File: config.mk
export PLATFORM = sky130hd
export DESIGN_NAME = bmc_soft_pipe
export DESIGN_NICKNAME = d
export VERILOG_FILES = /design/src/rtl/bmc_pkg.sv /design/src/rtl/bmc_sym_dist.sv /design/src/rtl/bmc_soft_pipe.sv
export SDC_FILE = /design/constraint.sdc
export NUM_CORES = 1
export LEC_CHECK = 0
export BUFFER_PORTS_ARGS = -buffer_cell sky130_fd_sc_hd__buf_2
export CAP_MARGIN = 10
export CELL_PAD_IN_SITES_DETAIL_PLACEMENT = 1
export CELL_PAD_IN_SITES_GLOBAL_PLACEMENT = 1
export CORE_ASPECT_RATIO = 1.75
export CORE_UTILIZATION = 43
export DETAILED_ROUTE_END_ITERATION = 8
export PLACE_DENSITY = 0.81
export SLEW_MARGIN = 20
export SYNTH_ARGS = -nofsm -noshare
export SYNTH_HDL_FRONTEND = slang
export SYNTH_SLANG_ARGS = --single-unit
File: constraint.sdc
create_clock -name clk -period 5.5 [get_ports clk]
set_clock_uncertainty 0.15 [all_clocks]
set_input_delay 0.275 -clock clk [delete_from_list [all_inputs] [get_ports clk]]
set_output_delay 0.275 -clock clk [all_outputs]
set_load 0.1 [all_outputs]
File: src/rtl/bmc_pkg.sv
// Shared definitions for the Viterbi branch-metric, ACS and path-metric blocks.
// Metric widths are derived from code rate and soft-value width.
package bmc_pkg;

    localparam int CODE_N_MAX = 4;
    localparam int SOFT_W_MAX = 8;

    function automatic int smax_of(input int soft_w);
        return (1 << soft_w) - 1;
    endfunction

    function automatic int met_w_of(input int code_n, input int soft_w);
        return $clog2(code_n * smax_of(soft_w) + 1);
    endfunction

    localparam int MET_W_MAX = met_w_of(CODE_N_MAX, SOFT_W_MAX);

    // Wide enough for any supported rate and soft width.
    typedef logic [MET_W_MAX-1:0] metric_t;

endpackage

File: src/rtl/bmc_sym_dist.sv
// Per-symbol distances to an expected '0' and '1', with hard slicing
// and erasure masking.
module bmc_sym_dist
    import bmc_pkg::*;
#(
    parameter int SOFT_W = 3
) (
    input  logic [SOFT_W-1:0] r,
    input  logic              erase,
    input  logic              hard,
    output logic [SOFT_W-1:0] d0,
    output logic [SOFT_W-1:0] d1
);

    localparam logic [SOFT_W-1:0] SMAX = SOFT_W'(smax_of(SOFT_W));

    logic [SOFT_W-1:0] e;

    // SMAX is all ones, so hard slicing is the MSB replicated.
    always_comb begin
        e  = hard ? {SOFT_W{r[SOFT_W-1]}} : r;
        d0 = erase ? '0 : e;
        d1 = erase ? '0 : SMAX - e;
    end

endmodule

File: src/rtl/bmc_soft_pipe.sv
// Two-stage soft/hard branch-metric unit: distances in S1,
// metrics and minimum index in S2, valid/ready on both sides.
module bmc_soft_pipe
    import bmc_pkg::*;
#(
    parameter  int CODE_N = 2,
    parameter  int SOFT_W = 3,
    localparam int MET_W  = met_w_of(CODE_N, SOFT_W),
    localparam int NH     = 1 << CODE_N
) (
    input  logic                     clk,
    input  logic                     rst_n,
    input  logic                     in_valid,
    output logic                     in_ready,
    input  logic [CODE_N*SOFT_W-1:0] in_soft,
    input  logic [CODE_N-1:0]        in_erase,
    input  logic                     in_hard,
    output logic                     out_valid,
    input  logic                     out_ready,
    output logic [NH*MET_W-1:0]      out_metric,
    output logic [CODE_N-1:0]        out_min_idx,
    output logic                     out_all_erased
);

    typedef logic [CODE_N-1:0][SOFT_W-1:0] dvec_t;

    typedef struct packed {
        dvec_t d0;
        dvec_t d1;
        logic  all_er;
    } s1_t;

    typedef struct packed {
        logic [NH-1:0][MET_W-1:0] metric;
        logic [CODE_N-1:0]        min_idx;
        logic                     all_er;
    } s2_t;

    dvec_t d0_c;
    dvec_t d1_c;
    s1_t   s1_c;
    s1_t   s1;
    s2_t   s2_c;
    s2_t   s2;
    logic  s1_valid;
    logic  s2_valid;
    logic  s1_adv;
    logic  s2_adv;

    for (genvar i = 0; i < CODE_N; i++) begin : g_sym
        bmc_sym_dist #(
            .SOFT_W (SOFT_W)
        ) u_dist (
            .r     (in_soft[i*SOFT_W +: SOFT_W]),
            .erase (in_erase[i]),
            .hard  (in_hard),
            .d0    (d0_c[i]),
            .d1    (d1_c[i])
        );
    end

    assign s2_adv   = !s2_valid || out_ready;
    assign s1_adv   = !s1_valid || s2_adv;
    assign in_ready = s1_adv;

    always_comb begin
        s1_c.d0     = d0_c;
        s1_c.d1     = d1_c;
        s1_c.all_er = &in_erase;
    end

    // Adder trees, then a strict-less-than scan so ties keep the lowest h.
    always_comb begin
        metric_t          acc;
        logic [MET_W-1:0] best;
        s2_c = '0;
        for (int h = 0; h < NH; h++) begin
            acc = '0;
            for (int i = 0; i < CODE_N; i++) begin
                acc = acc + metric_t'(h[i] ? s1.d1[i] : s1.d0[i]);
            end
            s2_c.metric[h] = MET_W'(acc);
        end
        best = s2_c.metric[0];
        for (int h = 1; h < NH; h++) begin
            if (s2_c.metric[h] < best) begin
                best         = s2_c.metric[h];
                s2_c.min_idx = CODE_N'(h);
            end
        end
        s2_c.all_er = s1.all_er;
    end

    always_ff @(posedge clk or negedge rst_n) begin
        if (!rst_n) begin
            s1_valid <= 1'b0;
            s1       <= '0;
        end else if (s1_adv) begin
            s1_valid <= in_valid;
            if (in_valid) begin
                s1 <= s1_c;
            end
        end
    end

    always_ff @(posedge clk or negedge rst_n) begin
        if (!rst_n) begin
            s2_valid <= 1'b0;
            s2       <= '0;
        end else if (s2_adv) begin
            s2_valid <= s1_valid;
            if (s1_valid) begin
                s2 <= s2_c;
            end
        end
    end

    assign out_valid      = s2_valid;
    assign out_metric     = s2.metric;
    assign out_min_idx    = s2.min_idx;
    assign out_all_erased = s2.all_er;

endmodule

==> results of run 1 <==
sequential cells by signal, indices dropped and copies added, names as in the netlist:
register and flops:
out_min_idx 2, out_metric 16, s1 13, out_valid 1, s1_valid 1, out_all_erased 1
layout by cell type, fill, tap and decap left out, drive strengths merged, types with 2 or more instances in the layout:
master	n
ha	23
a21oi	8
buf	33
mux2i	5
xor2	3
a21o	7
inv	15
o21ai	15
nor2	7
o211ai	2
or2b	3
o21a	3
fa	4
nand2b	11
nand2	53
o2111ai	2
clkbuf	6
dfrtp	34
o31ai	6
area by class of cell:
| type | instances | area (um2) | share of cell area |
|---|---|---|---|
| multi-input combinational | 171 | 1240 | 0.500 |
| sequential | 34 | 851 | 0.343 |
| timing repair buffer | 34 | 175 | 0.0705 |
| clock buffer | 6 | 82.6 | 0.0332 |
| tap | 52 | 65.1 | 0.0262 |
| inverter | 15 | 56.3 | 0.0227 |
| clock inverter | 2 | 12.5 | 0.00504 |
metrics by stage:
stage | utilization | setup WS, ps | cells | hold WS, ps | total power [W]
floorplan | - | 1030 | 227 | -171 | 0.000977
finish | 0.519 | 409 | 314 | 39.7 | 0.00133
CTS | 0.519 | 410 | 314 | 32.2 | 0.00134
detailed placement | 0.497 | 419 | 305 | 247 | 0.00114
global placement | 0.497 | 611 | 305 | 232 | 0.00112
global route | 0.519 | 169 | 314 | 57.1 | 0.00141
worst max-delay path, cell delays in order, from the launching register on:
cell and delay, ps:
dfrtp_1 490, ha_1 340, a21o_1 150, a21oi_1 320, inv_1 100, ha_1 310
nand2b_4 170, o311ai_4 460, nor2_1 70, a21oi_1 210, inv_1 70, ha_1 210
a211o_2 380, o22ai_4 170, mux2_2 360, ha_1 270, o21a_1 110, o21a_1 120
o221ai_1 110, o21a_1 150, a221o_1 250
cells by family (layout without fill, tap and decap cells):
group	count (synthesis)	in the layout	share of synthesized area
simple gates	80	80	0.168
compound gates	54	54	0.189
flops	34	34	0.391
fa+ha+maj	27	27	0.169
buf+inv	22	57	0.0380
mux	6	6	0.0282
xor+xnor	4	4	0.0161
power breakdown:
| part | switching, W | internal (W) |
|---|---|---|
| clock | 0.0000956 | 0.000101 |
| combinational | 0.000554 | 0.000244 |
| sequential | 0.0000337 | 0.000297 |
per-layer routing:
layer	part of all wire	routed length [um]
met5	0	0
met4	0.068	367
met1	0.36	1960
met2	0.55	2980
met3	0.024	130
worst max-delay path by stage:
| stage | slack, ps | to | depth (start not counted) | from |
|---|---|---|---|---|
| 6_report | 410 | out_min_idx[0] | 20 | s1[8] |
| 5_1_grt | 170 | out_min_idx[0] | 20 | s1[8] |
| 4_1_cts | 410 | out_min_idx[0] | 20 | s1[8] |
| 3_5_place_dp | 420 | out_min_idx[0] | 20 | s1[8] |
| 3_3_place_gp | 610 | out_min_idx[0] | 20 | s1[8] |
| 2_1_floorplan | 1030 | out_min_idx[0] | 20 | s1[8] |
==> qor.yml, run 1 <==
finalSetupTns_ps: 0
num_rows: 33
grt-busiest-layer: "met2"
setup_violations: 0
grt_max_degree: 35
async_flop_share: 1.00
r2r-start: "s1[8]"
gr-total-overflow: 0
cp-start-kind: "flip-flop"
cts_tree: "done"
viasPerCell: 5.59
ys_seq_area_frac: 0.391
drv_slew: 0
use_met3: 0.0336
synth_cell_types: 39
critPathRequiredTime_ps: 5530
hold_depth: 2
status: "finished, final reports clean"
peakVddDrop_uv: 405
nets: 301
fillers: 579
use_met2: 0.426
path_class: "flip-flop to flip-flop"
dp_hpwl_um: 4330
die_w_um: 55.8
hold_viol: 0
wl_per_cell_um: 17.3
drive_gt1_frac: 0.191
post_cts_resize_count: 0
cap_violations: 0
clk_latency_ps: 290
min_period_ps: 5090
antenna_found_initial: 0
cts.sinks: 34
syn_area_um2: 2170
cellPowerDensity_nw_per_um2: 534
clockBufferDepth: 2
pin_count: 34
final_area_um2: 2480
syn_to_final_growth_pct: 14.2
synth_top_area_frac: 0.391
syn_nets: 267
placed_cell_area_um2: 2380
yosysMostFrequentCell: "nand2_1"
start_util: 0.454
slew_headroom: 0.473
arrival_ps: 5120
ys_ff_latch: 34
power.leakage_nw: 1.32
drc: 0
synth_cells: 227
cp_max_fo: 7
reg2reg_slack_ps: 410
numCtsBuffers: 5
min_to: "s1_valid"
cts_setup_buffers: 0
r2r-end: "out_min_idx[0]"
port-buffer-count: 33
clkTransAtPathRegs_ps: 80
rsz0062_at_grt: "false"
synth_enable_flop_cells: 0
worst_slew_pin_slew_ps: 791
ys.flop_type: "dfrtp_1"
synth_commonest_cells: "53 x nand2_1, 34 x dfrtp_1, 23 x ha_1"
ys_warn_count: 0
grt_pass1_wl_um: 9030
die_h_um: 96.1
htreeDepth: 2
grtUsageTotal: 0.225
grt_pass1_vias: 1924
dr.pass1.iters: 4
fmax_ghz: 0.196
syn_area_per_cell_um2: 9.58
hp-start: "in_valid"
drt_iter0_markers: 19
grtUsageMet1: 0.213
root_buffer: "clkbuf_8"
rr_worst_depth: 20
period_share: 0.926
antenna_cells: 0
min_path_type: "primary input to flip-flop"
drt_wl_total_um: 5430
yosysTopAreaCell: "dfrtp_1"
place.gp.congestion: 0.833
vias: 1756
ys_top_cells_by_area: "dfrtp_1 39%, ha_1 13%, nand2_1 9.1%, fa_1 3.7%, o21ai_0 3.5%"
ant_nets: 0
cts.hold.buffers_added: 1
crit_path_end_kind: "flip-flop"
core_area_um2: 4790
fp.dieArea_um2: 5360
Note: power is estimated with default switching activity, not from simulation.
==> inputs of run 2 (changes only) <==
--- a/config.mk
+++ b/config.mk
@@ -9,7 +9,7 @@
 export CAP_MARGIN = 10
 export CELL_PAD_IN_SITES_DETAIL_PLACEMENT = 1
 export CELL_PAD_IN_SITES_GLOBAL_PLACEMENT = 1
-export CORE_ASPECT_RATIO = 1.75
+export CORE_MARGIN = 10
 export CORE_UTILIZATION = 43
 export DETAILED_ROUTE_END_ITERATION = 8
 export PLACE_DENSITY = 0.81
==> qor.yml, run 2 (synthesis gave the netlist of run 1 again) <==
status: "finished, final reports clean"
crit_start: "s1[8]"
reg2reg_slack_ps: 620  # +210 ps
start_util: 0.451  # -0.00259
fp.dieArea_um2: 8300  # +55%
final_common_cell: "nand2_1"
power.leakage_nw: 1.32  # about the same
layout_common_cells: "53 x nand2_1, 34 x dfrtp_1, 33 x buf_2"
finalSetupTns_ps: 0  # unchanged
numCtsBuffers: 5  # unchanged
htreeDepth: 2  # unchanged
num_rows: 25  # -24%
post_cts_resize_count: 0  # unchanged
fmax_ghz: 0.205  # +4.4%
dp_hpwl_um: 4240  # -2.2%
crit_path_top_delay_cell: "dfrtp_1"
ant_nets: 0  # unchanged
hold_viol: 0  # unchanged
dp_slack_ps: 598  # +179 ps
cp-start-kind: "flip-flop"
path_class: "flip-flop to flip-flop"
arrival_ps: 4900  # -220 ps
cp_common_cell: "ha_1"
root_buffer: "clkbuf_8"
core_area_um2: 4820  # +0.57%
largest_register_ffs: 16  # unchanged
grt_pass1_wl_um: 9320  # +3.2%
die_w_um: 91.1  # +63%
slew_headroom: 0.485  # +0.0117
grtUsageTotal: 0.136  # -0.0887
drt_wl_total_um: 5260  # -3.1%
cp_max_fo: 7  # unchanged
hold_depth: 2  # unchanged
clockBufferDepth: 2  # unchanged
drv_slew: 0  # unchanged
r2r-start: "s1[8]"
nets: 301  # unchanged
period_share: 0.887  # -0.0389
max_stage_delay_ps: 480  # about the same
cts_tree: "done"
min_path_type: "primary input to flip-flop"
endpoint: "out_min_idx[0]"
peakVddDrop_uv: 244  # -40%
pin_count: 34  # unchanged
grt_max_degree: 35  # unchanged
rr_worst_depth: 20  # unchanged
antenna_found_initial: 0  # unchanged
place.gp.congestion: 0.886  # +6.4%
drt_iter0_markers: 65  # +46
cap_violations: 0  # unchanged
clk_latency_ps: 280  # about the same
crit_chain: "ha_1 > a21o_1 > a21oi_1 > inv_1 > ha_1 > nand2b_4 > o311ai_4 > nor2_1 > a21oi_1 > inv_1 > ha_1 > a211o_2 > o22ai_4 > mux2_2 > ha_1 > o21a_1 > o21a_1 > o221ai_1 > o21a_1 > a221o_1"
clkTransAtPathRegs_ps: 70  # about the same
critPathRequiredTime_ps: 5530  # about the same
cts_setup_buffers: 0  # unchanged
die_h_um: 91.1  # -5.2%
grt_pass1_vias: 1865  # -3.1%
syn_to_final_growth_pct: 14.9
r2r-end: "out_min_idx[0]"
viasPerCell: 5.18  # -7.4%
drive_gt1_frac: 0.187  # -0.00382
setup_violations: 0  # unchanged
setup_ws_ps: 623  # +214 ps
gr-total-overflow: 0  # unchanged
cts.sinks: 34  # unchanged
wl_per_cell_um: 16.0  # -7.6%
port-buffer-count: 33  # unchanged
drc: 0  # unchanged
worst_slew_pin_slew_ps: 771  # -19.5 ps
vias: 1703  # -3.0%
rsz0062_at_grt: "false"
dr.pass1.iters: 4  # unchanged
antenna_cells: 0  # unchanged
crit_path_end_kind: "flip-flop"
cellPowerDensity_nw_per_um2: 524  # -1.7%
min_period_ps: 4880  # -214 ps
-- run 2: cell count changes in the layout (fill, tap and decap cells not counted) --
cell	before	now
clkbuf_1	0	1
clkinvlp_4	1	0
-- run 2: area by class of cell --
| type | instances | area [um2] |
|---|---|---|
| flip-flops and latches | 34 | 851 |
| inverters | 15 | 56.3 |
| multi-input cells | 171 | 1240 |
| fillers | 587 | 2320 |
| clock inverters | 1 | 5.00 |
| well taps | 67 | 83.8 |
| clock buffers | 7 | 86.3 |
| repair buffers | 34 | 175 |
-- run 2: how the worst min path moves through the flow --
| stage | slack [ps] | start | to |
|---|---|---|---|
| after global routing | 60 | in_valid | s1_valid |
| after global placement | 250 | rst_n | out_metric[5] |
| final | 50 | in_valid | s1_valid |
| after floorplan | -170 | rst_n | out_all_erased |
| after CTS | 40 | in_valid | s1_valid |
| after detailed placement | 250 | rst_n | out_metric[1] |
-- run 2: through the flow --
step / instances / area [um2] / util / hold slack, ps / total power [W]
2_1_floorplan: 227 / 2170 / - / -171 / 0.000977
3_3_place_gp: 320 / 2400 / 0.498 / 245 / 0.00111
3_5_place_dp: 320 / 2400 / 0.498 / 255 / 0.00113
4_1_cts: 329 / 2500 / 0.519 / 40.4 / 0.00133
5_1_grt: 329 / 2500 / 0.519 / 57.2 / 0.00141
6_report: 329 / 2500 / 0.519 / 46.9 / 0.00131
-- run 2: per-layer routing --
layer	part of all wire	routed length, um	global-route usage	vias up
met5	0	0	0	-
met4	0.012	63	0.0392	0
met3	0.036	192	0.0337	6
met2	0.50	2620	0.232	25
met1	0.45	2390	0.165	822
li1	-	-	-	850
-- run 2: critical path: cells and delay by family (launching register included) --
family	cells	cell delay (ps)
multiplexers	1	360
AND/OR/NAND/NOR	2	260
AO/OA/AOI/OAI	11	2270
buffers and inverters	2	150
adder cells (fa/ha/maj)	4	1110
flip-flops	1	480
-- run 2: timing repair --
item | in CTS | in global routing
endpoints found under the setup margin | 0 | 0
hold buffers | 1 | 0
hold endpoints to repair | 34 | 0
-- run 2: power breakdown --
part	total (W)	internal (W)	switching [W]
Clock	0.000189	0.000101	0.0000885
Sequential	0.000329	0.000297	0.0000318
Combinational	0.000792	0.000244	0.000548
